File: config.mk
export PLATFORM = sky130hd
export DESIGN_NAME = pipe_stage_buf
export DESIGN_NICKNAME = d
export VERILOG_FILES = /design/src/rtl/pipe_stage_buf.sv
export SDC_FILE = /design/constraint.sdc
export NUM_CORES = 1
export LEC_CHECK = 0
export CAP_MARGIN = 20
export CORE_ASPECT_RATIO = 1.5
export CORE_MARGIN = 2
export CORE_UTILIZATION = 40
export DETAILED_ROUTE_END_ITERATION = 7
export HOLD_SLACK_MARGIN = 0.02
export PLACE_DENSITY = 0.65
export SLEW_MARGIN = 25
export SYNTH_ARGS = -nofsm -noshare
export SYNTH_HDL_FRONTEND = slang
export SYNTH_SLANG_ARGS = --single-unit
File: constraint.sdc
create_clock -name clk -period 5.36 [get_ports clk]
set_input_delay 0.536 -clock clk [delete_from_list [all_inputs] [get_ports clk]]
set_output_delay 0.536 -clock clk [all_outputs]
set_load 0.02 [all_outputs]
File: src/rtl/pipe_stage_buf.sv
// Inter-stage pipeline buffer: valid/ready handshake, optional 2-entry skid,
// flush-to-bubble and a saturating stall counter.
module pipe_stage_buf #(
  parameter int unsigned   DW      = 96,
  parameter logic [DW-1:0] NOP_VAL = '0,
  parameter int unsigned   SKID    = 1,
  parameter int unsigned   CW      = 16
) (
  input  logic          clk,
  input  logic          reset,
  input  logic          flush,
  input  logic          in_valid,
  output logic          in_ready,
  input  logic [DW-1:0] in_data,
  output logic          out_valid,
  input  logic          out_ready,
  output logic [DW-1:0] out_data,
  output logic [1:0]    level,
  output logic [CW-1:0] stall_cnt
);

  typedef enum logic [1:0] {
    EMPTY = 2'd0,
    FULL1 = 2'd1,
    FULL2 = 2'd2
  } state_e;

  state_e        state_q, state_d;
  logic [DW-1:0] main_q, main_d;
  logic [DW-1:0] skid_q, skid_d;
  logic [CW-1:0] stall_cnt_q, stall_cnt_d;
  logic          in_ready_q, in_ready_d;
  logic          in_xfer, out_xfer;

  assign out_valid = (state_q != EMPTY);
  assign level     = state_q;
  assign out_data  = main_q;
  assign stall_cnt = stall_cnt_q;

  // Skid build: ready is a flop of next state, so no combinational ready chain.
  assign in_ready = (SKID != 0) ? in_ready_q : (!out_valid || out_ready);

  assign in_xfer  = in_valid && in_ready;
  assign out_xfer = out_valid && out_ready;

  always_comb begin
    state_d = state_q;
    main_d  = main_q;
    skid_d  = skid_q;
    if (flush) begin
      state_d = EMPTY;
      main_d  = NOP_VAL;
      skid_d  = NOP_VAL;
    end else begin
      case (state_q)
        EMPTY: begin
          if (in_xfer) begin
            main_d  = in_data;
            state_d = FULL1;
          end
        end
        FULL1: begin
          if (out_xfer && in_xfer) begin
            main_d = in_data;
          end else if (out_xfer) begin
            main_d  = NOP_VAL;
            state_d = EMPTY;
          end else if (in_xfer && (SKID != 0)) begin
            skid_d  = in_data;
            state_d = FULL2;
          end
        end
        FULL2: begin
          if (out_ready) begin
            main_d  = skid_q;
            skid_d  = NOP_VAL;
            state_d = FULL1;
          end
        end
        default: begin
          state_d = EMPTY;
          main_d  = NOP_VAL;
          skid_d  = NOP_VAL;
        end
      endcase
    end
  end

  always_comb begin
    in_ready_d  = (state_d != FULL2);
    stall_cnt_d = stall_cnt_q;
    if (out_valid && !out_ready && (stall_cnt_q != '1)) begin
      stall_cnt_d = stall_cnt_q + 1'b1;
    end
  end

  always_ff @(posedge clk) begin
    if (reset) begin
      state_q     <= EMPTY;
      main_q      <= NOP_VAL;
      skid_q      <= NOP_VAL;
      stall_cnt_q <= '0;
      in_ready_q  <= 1'b1;
    end else begin
      state_q     <= state_d;
      main_q      <= main_d;
      // Single-entry build pins the skid to a constant so it optimises away.
      skid_q      <= (SKID != 0) ? skid_d : NOP_VAL;
      stall_cnt_q <= stall_cnt_d;
      in_ready_q  <= in_ready_d;
    end
  end

endmodule

# After elaboration in Yosys (flattened, before gate mapping)
# Cells that the tools add are included.
[word_totals]
reg_bits = 211
latchBits = 0
ram_bits = 0
romBits = 0
input_bits = 101
mem_count = 0
[classes]
add_sub_neg = 1
multipliers = 0
div = 0
magnitude_cmp = 0
n_eq_ne = 10
n_shift = 0
n_mux = 16
bitwise = 1
n_reduce_logical = 11
[ops]
columns = ["operator", "n"]
rows = [
  ["$mux W96", 7],
  ["$pmux W96 S3", 2],
  ["$add A16 B1 Y16 const B", 1],
  ["$ne A16 B16 Y1 const B", 1],
  ["$mux W2", 6],
  ["$ne A2 B2 Y1 const B", 6],
  ["$pmux W2 S3", 1],
  ["$logic_and A1 B1 Y1", 5],
  ["$reduce_and A5 Y1", 1],
  ["$ne A3 B3 Y1 const B", 1],
  ["$reduce_and A3 Y1", 1],
  ["$eq A2 B1 Y1 const B", 1],
  ["$eq A2 B2 Y1 const B", 1],
  ["$logic_not A2 Y1", 1],
  ["$reduce_bool A2 Y1", 1],
  ["$reduce_or A2 Y1", 1],
  ["$logic_not A1 Y1", 1],
  ["$not A1 Y1", 1],
]

# Logic depth before layout (Yosys ltp)
[depth]
word_depth = 7
depth_mapped = 8
depth_no_buf = 5

# Worst setup path before layout
# No wires, ideal clock.
[synth_path]
kind = "flip-flop to output port"
startpoint = "reg state_q[0] (netlist: level[0])"
endpoint = "out out_valid"
t_arrival_ns = 1.476
path_slack_ns = 3.348
stages_incl_launch_ff = 5
path_buffers = 3
cell_sequence = "dfxtp_1 -> buf_4 -> clkbuf_1 -> clkbuf_1 -> or2_2"
[synth_between]
elab_chain_len = 1
[synth_lines]
columns = ["item", "line_no", "text"]
rows = [
  ["start: declaration", "28", "state_e state_q, state_d;"],
  ["start signal: assignment", "105", "state_q <= state_d;"],
  ["$reduce_bool A2 Y1", "35", "assign out_valid = (state_q != EMPTY);"],
  ["end: declaration", "15", "output logic out_valid,"],
]
# Every way passes these cells.

# Final worst setup path
# Ends and elaborated chain as after synthesis.

==> flow_metrics.env <==
export IMPL_finalHoldViolCount=0
export IMPL_grt_pass1_vias=8650
export IMPL_cts_buffers=22
export IMPL_clk_pin_slew_worst_paths_ps=60
export IMPL_cap_viol_max_count=0
export IMPL_slew_headroom_pct=35.6
export IMPL_cts_htree_levels=1
export IMPL_port_buffers=216
export IMPL_clock_path_buffers=3
export IMPL_ctsResizeCount=0
export IMPL_critical_path_required_ps=4820
export IMPL_hold_path_startpoint="skid_q[36]$_SDFFE_PP0P_"
export IMPL_grtUsageTotal_pct=20.4
export IMPL_cts_tree="built"
export IMPL_avgViaCountPerCell=5.41
export IMPL_final_instance_count_excl_fill=1622
export IMPL_die_w_um=135
export IMPL_grt_start_max_net_pins=97
export IMPL_cp_end_kind="output pin"
export IMPL_cts_num_sinks=211
export IMPL_synth_top_area_cell="dfxtp_1"
export IMPL_diodes=0
export IMPL_p_int_mw=2.73
export IMPL_ys_ff_latch=211
export IMPL_seqPwrFrac_pct=44.6
export IMPL_final_cell_mix="clkdlybuf4s50_1, dfxtp_1, nor2_1"
export IMPL_io_pins=217
export IMPL_hold_path_depth=2
export IMPL_ant_nets=0
export IMPL_clkLatencyLatePin_ps=500
export IMPL_post_cts_setup_buffers=0
export IMPL_cts_hold_buffers=0
export IMPL_fin_crit_sh_pct=59.2
export IMPL_finalSetupTns_ps=0
export IMPL_syn_num_nets=1227
export IMPL_placed_cells=1584
export IMPL_synth_edf_count=0
export IMPL_arrival_ps=2640
export IMPL_grt_setup_unrepaired="no"
export IMPL_total_leakage_power_nw=4.30
export IMPL_row_count=72
export IMPL_drcViolationCount=0
export IMPL_netlist_instances=1125
export IMPL_yosysUniqueCellTypes=50
export IMPL_antenna_found_initial=0
export IMPL_final_nets=1377
export IMPL_cts_root_buf="clkbuf_16"
export IMPL_core_area_um2=25600
export IMPL_drive_gt1_share_pct=7.37
export IMPL_async_flop_share_pct=0
export IMPL_r2r_end="skid_q[93]$_SDFFE_PP0P_"
export IMPL_first_pass_iters=5
export IMPL_worstReg2RegStart="level[0]$_SDFF_PP0_"
export IMPL_start_kind="flop"
export IMPL_dp_hpwl_um=17600
export IMPL_synth_ff_type="dfxtp_1"
export IMPL_hold_class="flop to flop"
export IMPL_period_minus_slack_ps=3170
export IMPL_synth_seq_area_share_pct=40.9
export IMPL_critical_path_class="flop to output pin"
export IMPL_ys_warnings_count=0
export IMPL_grt_first_pass_wirelength_um=45600
export IMPL_grt_ovfl_total=0
export IMPL_powerDensity_nw_per_um2=275
export IMPL_p_comb_share_pct=14.0
export IMPL_yosysTopAreaCellShare_pct=40.9
export IMPL_swShare_pct=25.4
export IMPL_ir_drop_uv=182
export IMPL_drt_initial_drc_count=486
export IMPL_synth_cell_area_um2=10300
export IMPL_gp_congestion=0.778
export IMPL_run_status="complete, no violations"
export IMPL_finalSetupViolations=0
export IMPL_clkPwrFrac_pct=41.5
export IMPL_fmax_mhz=315
export IMPL_r2r_cells=6
export IMPL_wl_um=28500
export IMPL_power_net_switching_mw=0.927
export IMPL_final_common_cell="clkdlybuf4s50_1"
export IMPL_reg2reg_slack_ps=2550
export IMPL_start_util_pct=40.3
export IMPL_p_total_mw=3.65
export IMPL_min_to="skid_q[36]$_SDFFE_PP0P_"
export IMPL_synth_area_per_cell_um2=9.17
export IMPL_vias=8783
export IMPL_tightest_slew_ps=965
export IMPL_cp_max_fo=65
export IMPL_finalMaxSlewViolations=0
export IMPL_synthTopCellsByArea="dfxtp_1, mux2i_1, nor2_1"
export IMPL_area_delta_synth_final_pct=28.9
export IMPL_die_h_um=201
export IMPL_finClkSkew_ps=6.64
export IMPL_dieArea_um2=27100
export IMPL_routedWlPerCell_um=17.5
power by group through the flow:
stage	clock [mW]	combinational, mW	sequential (mW)
3_3_place_gp	0	0.509	1.66
5_1_grt	1.62	0.553	1.63
6_report	1.52	0.510	1.63
4_1_cts	1.57	0.515	1.63
3_5_place_dp	0	0.512	1.66
2_1_floorplan	0	0.268	1.69
critical path, cell delays in order, from the launching register on:
cell             delay (ps)
dfxtp_4                 800
buf_4                   530
or2_2                   190
clkdlybuf4s50_1         590
worst max-delay path by stage:
stage | startpoint | to | slack (ps) | depth (start not counted)
4_1_cts | level[0]$_SDFF_PP0_ | out_valid | 2150 | 3
6_report | level[0]$_SDFF_PP0_ | out_valid | 2190 | 3
3_3_place_gp | reset | out_data[54]$_SDFFE_PP0P_ | 2280 | 4
3_5_place_dp | reset | skid_q[60]$_SDFFE_PP0P_ | 2260 | 4
2_1_floorplan | level[0]$_SDFF_PP0_ | out_valid | 3350 | 4
5_1_grt | level[0]$_SDFF_PP0_ | out_valid | 2020 | 3
stage by stage:
stage / hold slack (ps) / utilization, % / area, um^2 / worst slack (ps)
2_1_floorplan: 460 / - / 10300 / 3350
3_3_place_gp: 473 / 49.2 / 12600 / 2280
3_5_place_dp: 482 / 49.2 / 12600 / 2260
4_1_cts: 499 / 52.0 / 13300 / 2150
5_1_grt: 518 / 52.0 / 13300 / 2020
6_report: 493 / 52.0 / 13300 / 2190
synthesized netlist by cell type (3+ instances only):
cell	instances
or4_1	3
buf_1	9
mux2i_1	159
nand3b_1	38
nand3_1	6
a31oi_1	4
buf_2	28
nand4_1	3
nor2_1	204
o21ai_0	4
nand2_1	4
mux2_2	34
a22oi_1	96
clkbuf_1	55
o22ai_1	34
and3_1	3
nor3_1	8
o31ai_1	3
inv_1	37
buf_4	12
a21oi_1	10
dfxtp_1	211
nor2b_1	3
and2_1	62
o2bb2ai_1	62
per-layer routing:
layer	track usage [%]	part of all wire, %
met3	4.24	5.7
met5	0	0
met1	24.4	42
met2	36.5	50
met4	5.99	2.5
sequential cells by signal (all words and copies together), names as in the netlist:
signal     count
skid_q        96
stall_cnt     16
level          2
in_ready       1
out_data      96
cell families (layout without fill, tap and decap cells):
group / after synthesis / in the layout / share of synthesized area, %
AO/OA/AOI/OAI: 222 / 222 / 16.3
multiplexers: 194 / 194 / 19.2
adder cells (fa/ha/maj): 1 / 1 / 0.121
buffers and inverters: 142 / 306 / 5.94
AND/OR/NAND/NOR: 355 / 355 / 17.4
flip-flops: 211 / 211 / 40.9
final cells by class:
type                    count  area [um^2]
fillers                  2420        12300
inverters                  38          143
repair buffers            230         2290
flip-flops and latches    211         4230
multi-input cells         772         5510
clock buffers              35          662
well taps                 333          417
clock inverters             3         40.0
Power figures use the tool's default switching activity.
